--- src/rtl/sdfm_sinc_channel.sv ---
// One SDFM demodulator channel: synchronizes a sigma-delta bitstream, runs a
// sinc1/2/3 CIC decimator and hands each word off with a DRDY/ACK/OVF handshake.
module sdfm_sinc_channel #(
  parameter int DW          = 32,
  parameter int SYNC_STAGES = 2
) (
  input  logic          EXTCLK,
  input  logic          EXTRSTn,
  input  logic          SDCLK,
  input  logic          DSDIN,
  input  logic          EN,
  input  logic [1:0]    ORDER,
  input  logic [7:0]    OSR,
  input  logic          ACK,
  output logic [DW-1:0] DATA,
  output logic          DRDY,
  output logic          OVF
);

  logic [SYNC_STAGES-1:0] sclk_sync;
  logic [SYNC_STAGES-1:0] dsd_sync;
  logic                   sclk_d;
  logic                   sclk_s;
  logic                   dsd_s;
  logic                   bit_stb;

  logic                   en_d;
  logic                   en_rise;
  logic [1:0]             order_q;
  logic [7:0]             osr_q;
  logic [7:0]             osr_eff;

  logic                   stb_d;
  logic                   x_d;
  logic [7:0]             dec_cnt;
  logic                   dec_p1;
  logic                   dec_p2;
  logic [1:0]             settle_cnt;
  logic                   publish;

  logic [DW-1:0]          i1, i2, i3;
  logic [DW-1:0]          d1, d2, d3;
  logic [DW-1:0]          comb_in, c1, c2, c3, result;

  always_ff @(posedge EXTCLK or negedge EXTRSTn) begin
    if (!EXTRSTn) begin
      sclk_sync <= '0;
      dsd_sync  <= '0;
      sclk_d    <= 1'b0;
    end else begin
      sclk_sync <= {sclk_sync[SYNC_STAGES-2:0], SDCLK};
      dsd_sync  <= {dsd_sync[SYNC_STAGES-2:0], DSDIN};
      sclk_d    <= sclk_s;
    end
  end

  assign sclk_s  = sclk_sync[SYNC_STAGES-1];
  assign dsd_s   = dsd_sync[SYNC_STAGES-1];
  assign bit_stb = sclk_s & ~sclk_d;

  // A strobe landing on the enabling cycle itself must already see the new OSR.
  assign en_rise = EN & ~en_d;
  assign osr_eff = en_rise ? OSR : osr_q;

  always_ff @(posedge EXTCLK or negedge EXTRSTn) begin
    if (!EXTRSTn) begin
      en_d    <= 1'b0;
      order_q <= 2'd3;
      osr_q   <= '0;
    end else begin
      en_d <= EN;
      if (en_rise) begin
        order_q <= (ORDER == 2'd0) ? 2'd3 : ORDER;
        osr_q   <= OSR;
      end
    end
  end

  always_comb begin
    comb_in = i3;
    result  = c3;
    case (order_q)
      2'd1: begin comb_in = i1; result = c1; end
      2'd2: begin comb_in = i2; result = c2; end
      default: begin comb_in = i3; result = c3; end
    endcase
  end

  assign c1 = comb_in - d1;
  assign c2 = c1 - d2;
  assign c3 = c2 - d3;

  assign publish = EN & dec_p2 & (settle_cnt == order_q);

  // Filter datapath; dec_p2 lines up with the integrator holding the last bit.
  always_ff @(posedge EXTCLK or negedge EXTRSTn) begin
    if (!EXTRSTn) begin
      stb_d      <= 1'b0;
      x_d        <= 1'b0;
      dec_cnt    <= '0;
      dec_p1     <= 1'b0;
      dec_p2     <= 1'b0;
      settle_cnt <= '0;
      i1 <= '0; i2 <= '0; i3 <= '0;
      d1 <= '0; d2 <= '0; d3 <= '0;
    end else if (!EN) begin
      stb_d      <= 1'b0;
      x_d        <= 1'b0;
      dec_cnt    <= '0;
      dec_p1     <= 1'b0;
      dec_p2     <= 1'b0;
      settle_cnt <= '0;
      i1 <= '0; i2 <= '0; i3 <= '0;
      d1 <= '0; d2 <= '0; d3 <= '0;
    end else begin
      stb_d  <= bit_stb;
      x_d    <= dsd_s;
      dec_p1 <= bit_stb && (dec_cnt == osr_eff);
      dec_p2 <= dec_p1;
      if (bit_stb) begin
        dec_cnt <= (dec_cnt == osr_eff) ? 8'd0 : dec_cnt + 8'd1;
      end
      if (stb_d) begin
        i1 <= i1 + {{(DW-1){1'b0}}, x_d};
        i2 <= i2 + i1;
        i3 <= i3 + i2;
      end
      if (dec_p2) begin
        d1 <= comb_in;
        d2 <= c1;
        d3 <= c2;
        if (settle_cnt != order_q) begin
          settle_cnt <= settle_cnt + 2'd1;
        end
      end
    end
  end

  // Handshake stays live with EN low so a pending word can still be acknowledged.
  always_ff @(posedge EXTCLK or negedge EXTRSTn) begin
    if (!EXTRSTn) begin
      DATA <= '0;
      DRDY <= 1'b0;
      OVF  <= 1'b0;
    end else if (publish) begin
      DATA <= result;
      DRDY <= 1'b1;
      if (ACK) begin
        OVF <= 1'b0;
      end else if (DRDY) begin
        OVF <= 1'b1;
      end
    end else if (ACK && DRDY) begin
      DRDY <= 1'b0;
      OVF  <= 1'b0;
    end
  end

endmodule

--- config.mk ---
export PLATFORM = sky130hd
export DESIGN_NAME = sdfm_sinc_channel
export DESIGN_NICKNAME = d
export VERILOG_FILES = /design/src/rtl/sdfm_sinc_channel.sv
export SDC_FILE = /design/constraint.sdc
export NUM_CORES = 1
export LEC_CHECK = 0
export BUFFER_PORTS_ARGS = -buffer_cell sky130_fd_sc_hd__buf_4
export CAP_MARGIN = 10
export CORE_AREA = 2 2 171 173
export CTS_CLUSTER_SIZE = 16
export DETAILED_ROUTE_END_ITERATION = 12
export DIE_AREA = 0 0 173 175
export GPL_TIMING_DRIVEN = 0
export PLACE_DENSITY = 0.86
export SYNTH_ARGS = -nofsm -noshare
export SYNTH_HDL_FRONTEND = slang
export SYNTH_SLANG_ARGS = --single-unit
--- constraint.sdc ---
create_clock -name EXTCLK -period 18.5 [get_ports EXTCLK]
set_input_delay 4.625 -clock EXTCLK [delete_from_list [all_inputs] [get_ports EXTCLK]]
set_output_delay 4.625 -clock EXTCLK [all_outputs]
set_load 0.02 [all_outputs]
# Yosys cells after proc, flatten, opt, wreduce, memory -nomap -nowiden
# Cells that the tools add are included.
dict set report totals {
  elab_cells 82
  output_inout_bits 34
  regBits 256
}
dict set report classes {
  addsub 8
  mux 31
  n_bitwise 6
  n_eq_ne 10
  reduce_logical 6
}
# cell count
set ops {}
lappend ops {{32-bit two-way mux} 12}
lappend ops {{32-bit one-hot mux with 2 select lines} 2}
lappend ops {{32-bit subtractor} 3}
lappend ops {{32-bit adder} 2}
lappend ops {{32-bit by 1-bit adder with 32-bit output} 1}
lappend ops {{8-bit two-way mux} 4}
lappend ops {{1-bit two-way mux} 9}
lappend ops {{8-bit by 1-bit adder with 8-bit output (second input constant)} 1}
lappend ops {{8-bit equality test} 1}
lappend ops {{2-bit two-way mux} 4}
lappend ops {{2-bit by 1-bit != test with 1-bit output (second input constant)} 4}
lappend ops {{1-bit AND} 4}
lappend ops {{2-bit AND reduction} 2}
lappend ops {{3-bit != test (second input constant)} 1}
lappend ops {{2-bit by 1-bit adder with 2-bit output (second input constant)} 1}
lappend ops {{2-bit by 1-bit equality test with 1-bit output (second input constant)} 1}
lappend ops {{2-bit equality test} 1}
lappend ops {{2-bit equality test (second input constant)} 1}
lappend ops {{1-bit logical AND} 2}
lappend ops {{2-bit logical NOT} 1}
lappend ops {{2-bit != test} 1}
lappend ops {{1-bit NOT} 2}
lappend ops {{2-bit nonzero test} 1}

# Depth between registers and ports, before layout
# Gate-level depths: netlist of the first run.
dict set report logic_depth {
  depth_word 7
  mapped_depth 35
}

# Worst setup path after synthesis of the first run
# Ideal clock, no wire load.
dict set report synth_path {
  path_kind {reg-to-reg}
  startpoint {register order_q[0]}
  endpoint {register DATA[31]}
  path_slack_ns 11.426
  period_less_slack_ns 7.074
  stages_incl_launch_ff 32
  path_buffers 2
  arrival_time_ns 6.948
  t_required_ns 18.374
  cell_sequence {dfstp_2 > inv_1 > ha_1 > clkbuf_1 > buf_1 > o21ai_0 > ha_1 > nor2b_1 > o2111a_1 > o31a_1 > o21ai_0 > nand2b_1 > a21oi_1 > xnor2_1 > ha_1 > a211oi_1 > o21ai_0 > a21oi_1 > o41ai_1 > a21o_1 > a21o_1 > a21oi_1 > xnor2_1 > ha_1 > or4_1 > a211oi_1 > o22ai_1 > a41oi_1 > a21oi_1 > and3_1 > o311a_1 > a221o_1}
}
dict set report synth_via {
  elab_chain_cells 6
  word_cells_on_any_way 9
}
# item line
set synth_lines {}
lappend synth_lines {{start, declared} 29} ;# logic [1:0] order_q;
lappend synth_lines {{start signal, assigned} 73} ;# order_q <= (ORDER == 2'd0) ? 2'd3 : ORDER;
lappend synth_lines {{2-bit equality test or 2-bit by 1-bit equality test with 1-bit output (tied branches)} 82} ;# case (order_q)
lappend synth_lines {{32-bit one-hot mux with 2 select lines} 82}
lappend synth_lines {{32-bit subtractor} 89} ;# assign c1 = comb_in - d1;
lappend synth_lines {{32-bit subtractor} 90} ;# assign c2 = c1 - d2;
lappend synth_lines {{32-bit subtractor} 91} ;# assign c3 = c2 - d3;
lappend synth_lines {{32-bit one-hot mux with 2 select lines} 82}
lappend synth_lines {{end signal, assigned} 146} ;# DATA <= result;
lappend synth_lines {{end, declared} 15} ;# output logic [DW-1:0] DATA,
# Several ways; a longest one is shown, not always the timed one.
# A chain may end at the register's enable or synchronous reset.

# Worst setup path after layout of the first run
# Same ends and word-level chain as after synthesis.

==> results of run 1 <==
-- sequential cells by signal (all words and copies together), names as in the netlist, 2 cells and up --
signal and flops:
DATA 32, d1 32, d2 32, d3 32, i1 32, i2 32
i3 32, dec_cnt 8, osr_q 8, dsd_sync 2, order_q 2, sclk_sync 2
settle_cnt 2
-- worst max path at each step --
stage,startpoint,end,slack [ns],cells after the start
final,order_q[0]$_DFFE_PN1P_,DATA[31]$_DFFE_PN0P_,9.33,32
after global routing,order_q[0]$_DFFE_PN1P_,DATA[31]$_DFFE_PN0P_,8.90,32
after CTS,order_q[0]$_DFFE_PN1P_,DATA[31]$_DFFE_PN0P_,9.56,32
after detailed placement,order_q[0]$_DFFE_PN1P_,DATA[31]$_DFFE_PN0P_,9.61,32
after global placement,order_q[0]$_DFFE_PN1P_,DATA[31]$_DFFE_PN0P_,9.70,32
after floorplan,order_q[0]$_DFFE_PN1P_,DATA[31]$_DFFE_PN0P_,11.43,31
-- where the power goes --
part / total (W) / leakage, nW / internal, W / switching [W]
clock network: 0.000597 / 0.477 / 0.000359 / 0.000238
logic: 0.000811 / 5.60 / 0.000321 / 0.000490
registers: 0.000570 / 3.52 / 0.000566 / 0.00000367
total: 0.00198 / 9.60 / 0.00125 / 0.000732
-- layout make-up --
cell class / instances / area, um^2 / area share, %
inverters: 155 / 581.8 / 2.743
clock inverters: 11 / 157.7 / 0.7432
multi-input cells: 1723 / 12010 / 56.61
repair buffers: 51 / 430.4 / 2.029
flip-flops and latches: 256 / 6409 / 30.21
clock buffers: 42 / 814.5 / 3.840
well taps: 384 / 480.5 / 2.265
plain buffers: 86 / 331.6 / 1.563
-- layer usage --
layer  wire (um)  track usage, %  up-vias
met4        2697           16.74        0
li1            -               -     8131
met2       25620           60.68      684
met5           0               0        -
met3        3418           3.960      167
met1       22060           44.15     8218
-- logic make-up (layout without fill, tap and decap cells) --
group	after synthesis	in the layout
flip-flops	256	256
AO/OA/AOI/OAI	629	629
multiplexers	143	143
buffers and inverters	241	345
XOR/XNOR	171	171
AND/OR/NAND/NOR	614	614
adder cells (fa/ha/maj)	166	166
-- worst max-delay path, delay by kind of cell, from the launching register on --
family | cells | cell delay (ns)
XOR/XNOR | 2 | 0.37
flip-flops | 1 | 0.59
AND/OR/NAND/NOR | 5 | 1.05
adder cells (fa/ha/maj) | 4 | 1.33
buffers and inverters | 3 | 1.49
AO/OA/AOI/OAI | 18 | 4.22
-- cell usage in the layout, fill, tap and decap left out, types with 35 or more instances in the layout --
cell type / instances
dfrtp_1: 254
xnor2_1: 89
nand2_1: 152
inv_1: 153
ha_1: 161
mux2i_1: 129
o21ai_0: 126
a21oi_1: 165
a21o_1: 68
clkbuf_1: 83
nand3_1: 37
a22oi_1: 35
nor2_1: 264
buf_4: 48
xor2_1: 81
-- metrics by stage --
| step | total power (W) | setup WS [ns] | hold slack (ns) | util [%] |
|---|---|---|---|---|
| 2_1_floorplan | 0.001183 | 11.43 | 0.3312 | - |
| 3_3_place_gp | 0.001350 | 9.700 | 0.3345 | 71.07 |
| 3_5_place_dp | 0.001366 | 9.608 | 0.3347 | 71.29 |
| 4_1_cts | 0.001962 | 9.560 | 0.3479 | 74.71 |
| 5_1_grt | 0.002077 | 8.896 | 0.3716 | 74.71 |
| 6_report | 0.001978 | 9.331 | 0.3471 | 74.71 |
==> results_dict.tcl, run 1 <==
set metrics [dict create \
    outcome "completed" \
    period_needed_ns 9.169 \
    fp.dieH_um 175 \
    grt_usage_pct 35.11 \
    worst_pin_slew_ns 1.198 \
    diodes 0 \
    ant_nets 0 \
    crit_type "reg -> reg" \
    synth_mux_area_share_pct 7.496 \
    grt_max_degree 110 \
    cts_hold_buf 0 \
    synth_top_area_cell "dfrtp_1" \
    rr_worst_depth 32 \
    hold_path_class "reg -> reg" \
    clk_pin_slew_ns 0.06 \
    coreArea_mm2 0.02839 \
    instances_no_fill 2708 \
    maxSlewViolCount 0 \
    synth_compound_area_share_pct 21.51 \
    yosysTopAreaCellShare_pct 32.88 \
    drv_cap 0 \
    clock_skew_ns 0.01945 \
    insertion_delay_ns 0.56 \
    synth_simple_gate_area_share_pct 14.33 \
    hold_end "sclk_sync[1]$_DFF_PN0_" \
    synth_top_family_by_area "compound AO/OA/AOI/OAI gates" \
    fmax_mhz 109.1 \
    cp.required_ns 18.94 \
    viasPerCell 6.352 \
    reg2reg_from "order_q[0]$_DFFE_PN1P_" \
    netlist_instances 2220 \
    p_per_area_mw_per_mm2 93.25 \
    max_slew_margin_pct 18.07 \
    fill_cells 2171 \
    setup_tns_ns 0 \
    synthAdderAreaFrac_pct 10.94 \
    antenna_found_initial 0 \
    cts.sinks 256 \
    holdPathStages 0 \
    yosys_most_used_dff "dfrtp_1" \
    ys_top_cells_by_count "264 x nor2_1, 254 x dfrtp_1, 165 x a21oi_1" \
    grt_first_pass_wirelength_um 86140 \
    dp_hpwl_um 40810 \
    portBuffers 49 \
    leakage_nw 9.599 \
    ios 50 \
    num_vias 17200 \
    cp-start-kind "flip-flop" \
    crit_path_max_fanout 10 \
    initial_core_util_pct 68.08 \
    dieArea_mm2 0.03028 \
    numCtsBuffers 29 \
    timing.final.crit_share_pct 49.56 \
    synthXorXnorAreaFrac_pct 7.845 \
    syn_area_per_cell_um2 8.707 \
    finalHoldViolations 0 \
    synthArstFlopShare_pct 100.0 \
    drc 0 \
    yosysWarningCount 0 \
    synth_cell_type_count 80 \
    h-tree-depth 1 \
    synth_edf_count 0 \
    grt-ovfl-total 0 \
    gp_congestion 0.9694 \
    grt_setup_unrepaired "false" \
    cpPeakStageDelay_ns 0.73 \
    ff2ff_setup_slack_ns 9.33 \
    place_inst 2655 \
    synth_seq_cells 256 \
    cts_buffer_depth 3 \
    routed_wl_um 53790 \
    dr.pass1.iters 6 \
    dpl_cell_area_mm2 0.02024 \
    post_cts_buffers 0 \
    drt_iter0_markers 1445 \
    synthToLayoutAreaGrowth_pct 9.741 \
    yosysMostFrequentCell "nor2_1" \
    cts_root_buffer "clkbuf_16" \
    arrival_ns 9.61 \
    slowest_stage "buf_1" \
    reg2reg_to "DATA[31]$_DFFE_PN0P_" \
    drive_above_1_share_pct 5.809 \
    synthesis.nets 2402 \
    cts_resized 0 \
    setup_viol 0 \
    ys_seq_area_share_pct 33.15 \
    die_w_um 173 \
    first_global_vias 16940 \
    wl_per_cell_um 19.86 \
    final_nets 2484 \
    synth.cell_area_mm2 0.01933 \
    synthTopCellsByArea "dfrtp_1 33%, ha_1 10%, mux2i_1 6.7%" \
    design_area_mm2 0.02121 \
    min_from "sclk_sync[0]$_DFF_PN0_" \
    cts_tree "built" \
    cp-end-kind "flip-flop" \
    row_count 62 \
    ir_worst_vdd_mv 0.06804 \
]
(Power assumes the default switching activity.)
==> inputs of run 2 (changes only) <==
Settings changed: CORE_AREA 2 2 171 173 to 2 2 186 188, DIE_AREA 0 0 173 175 to 0 0 188 190, PLACE_DENSITY 0.86 to 0.77.
Clock period 18.5 ns to 7.56 ns, I/O delays scaled along.
==> results_dict.tcl, run 2 (synthesis results as in run 1) <==
set metrics [dict create \
    outcome "completed" \
    leakage_nw 9.961 \
    netSwitchingPower_w 0.001905 \
    crit_type "reg -> reg" \
    holdPathStages 0 \
    path_buf_inv 3 \
    row_count 68 \
    numCtsBuffers 31 \
    critPathTopFamily "compound AO/OA/AOI/OAI gates" \
    wl_per_cell_um 19.35 \
    cp-start-kind "flip-flop" \
    portBuffers 49 \
    ant_nets 0 \
    p_clk_share_pct 31.9 \
    ios 50 \
    maxSlewViolCount 0 \
    cts_root_buffer "clkbuf_16" \
    ir_worst_vdd_mv 0.2724 \
    timing.final.crit_share_pct 97.40 \
    p_per_area_mw_per_mm2 238.3 \
    cts.sinks 256 \
    crit_path_max_fanout 10 \
    grt_first_pass_wirelength_um 85130 \
    cpMostUsedCell "a21oi_2" \
    gp_congestion 0.9574 \
    holdWs_ns 0.3529 \
    die_w_um 188 \
    grt-ovfl-total 0 \
    coreArea_mm2 0.03395 \
    worstSetupPathDepth 31 \
    fp.dieH_um 190 \
    cts_buffer_depth 3 \
    finalHoldViolations 0 \
    routed_wl_um 54070 \
    seqPwrFrac_pct 26.5 \
    mostFrequentLayoutCell "nor2_1" \
    diodes 0 \
    slowest_stage "dfstp_2" \
    dpl_cell_area_mm2 0.02033 \
    p_int_w 0.003352 \
    initial_core_util_pct 56.94 \
    grt_max_degree 119 \
    max_slew_margin_pct 23.16 \
    hold_path_class "reg -> reg" \
    mostFrequentLayoutCells "264 x nor2_1, 254 x dfrtp_1, 153 x inv_1, 153 x a21oi_1, 152 x ha_1" \
    fill_cells 2749 \
    insertion_delay_ns 0.57 \
    final_nets 2497 \
    cts_tree "built" \
    worst_pin_slew_ns 1.153 \
    first_global_vias 16360 \
    h-tree-depth 1 \
    setup_viol 0 \
    cp.required_ns 8.01 \
    drt_iter0_markers 1200 \
    power.share.combinational_pct 41.5 \
    clk_pin_slew_ns 0.06 \
    num_vias 17070 \
    dp_hpwl_um 40200 \
    cpPeakStageDelay_ns 0.59 \
    arrival_ns 7.82 \
    cp-end-kind "flip-flop" \
    antenna_found_initial 0 \
    dieArea_mm2 0.03572 \
    viasPerCell 6.111 \
    drc 0 \
    dr.pass1.iters 6 \
    grt_usage_pct 29.64 \
    design_area_mm2 0.02206 \
    drive_above_1_share_pct 10.22 \
    synthToLayoutAreaGrowth_pct 14.12 \
    clock_skew_ns 0.01514 \
    netSwitchingFraction_pct 36.23 \
    period_needed_ns 7.363 \
    drv_cap 0 \
    fmax_mhz 135.8 \
    rr_worst_depth 31 \
]
[run 2: cell count changes in the layout (fill, tap and decap cells not counted), sizes merged]
cell | previous run | this run
buf | 63 | 79
bufinv | 4 | 8
clkbuf | 116 | 108
clkinv | 8 | 12
clkinvlp | 1 | 0
[run 2: cell type report]
cell class / instances / area, um^2 / area share, %
sequential: 256 / 6409 / 29.05
inverter: 155 / 586.8 / 2.660
tap: 455 / 569.3 / 2.581
multi-input combinational: 1723 / 12420 / 56.31
buffer: 82 / 376.6 / 1.707
timing repair buffer: 66 / 543.0 / 2.462
clock inverter: 18 / 297.8 / 1.350
clock buffer: 39 / 855.8 / 3.880
[run 2: path summary, 6_finish.rpt]
kind                                              from                      to  slack, ns
worst max register to register  order_q[0]$_DFFE_PN1P_    DATA[31]$_DFFE_PN0P_       0.20
worst max-delay path            order_q[0]$_DFFE_PN1P_    DATA[31]$_DFFE_PN0P_       0.20
max in group asynchronous                      EXTRSTn  sclk_sync[1]$_DFF_PN0_       5.02
worst min register to register   dsd_sync[0]$_DFF_PN0_   dsd_sync[1]$_DFF_PN0_       0.35
min in group asynchronous                      EXTRSTn     DATA[5]$_DFFE_PN0P_       1.18
worst min-delay path             dsd_sync[0]$_DFF_PN0_   dsd_sync[1]$_DFF_PN0_       0.35
[run 2: power groups by stage]
stage               Combinational, W  Sequential (W)  Clock (W)
global route                 0.00236         0.00140    0.00176
floorplan                    0.00147         0.00142          0
detailed placement           0.00192         0.00142          0
CTS                          0.00199         0.00140    0.00170
global placement             0.00188         0.00142          0
finish                       0.00218         0.00140    0.00168
[run 2: metrics by stage]
step                setup TNS [ns]  std cells  utilization, %  power (W)  setup slack (ns)
floorplan                        0       2220               -   0.002895            0.4861
global placement            -11.55       2724           59.70   0.003297            -1.400
detailed placement          -13.95       2726           59.89   0.003338            -1.574
CTS                              0       2782           63.68   0.005085         0.0002167
global route               -0.1042       2794           64.98   0.005508          -0.04974
finish                           0       2794           64.98   0.005257            0.1968
[run 2: layer usage]
metal	track usage [%]	part of all wire [%]	vias to the layer above
met2	51.66	48	604
met4	12.45	4.4	0
met5	0	0	-
met3	3.579	5.7	154
li1	-	-	8146
met1	37.30	42	8170
[run 2: worst register-to-register path: cells and delay by family, from the launching register on]
family                     cells  cell delay (ns)
AOI/OAI and AO/OA             18             3.77
adders and majority gates      4             1.12
and+or+nand+nor                4             0.98
DFF                            1             0.59
buffers and inverters          3             0.50
xor gates and xnor gates       2             0.29
[run 2: what timing repair did]
action,CTS,global route
gates cloned,0,0
pin swaps,2,20
hold buffers,0,0
setup buffers,2,13
endpoints found under the hold margin,0,0
resized for setup,43,82
endpoints found under the setup margin,17,12
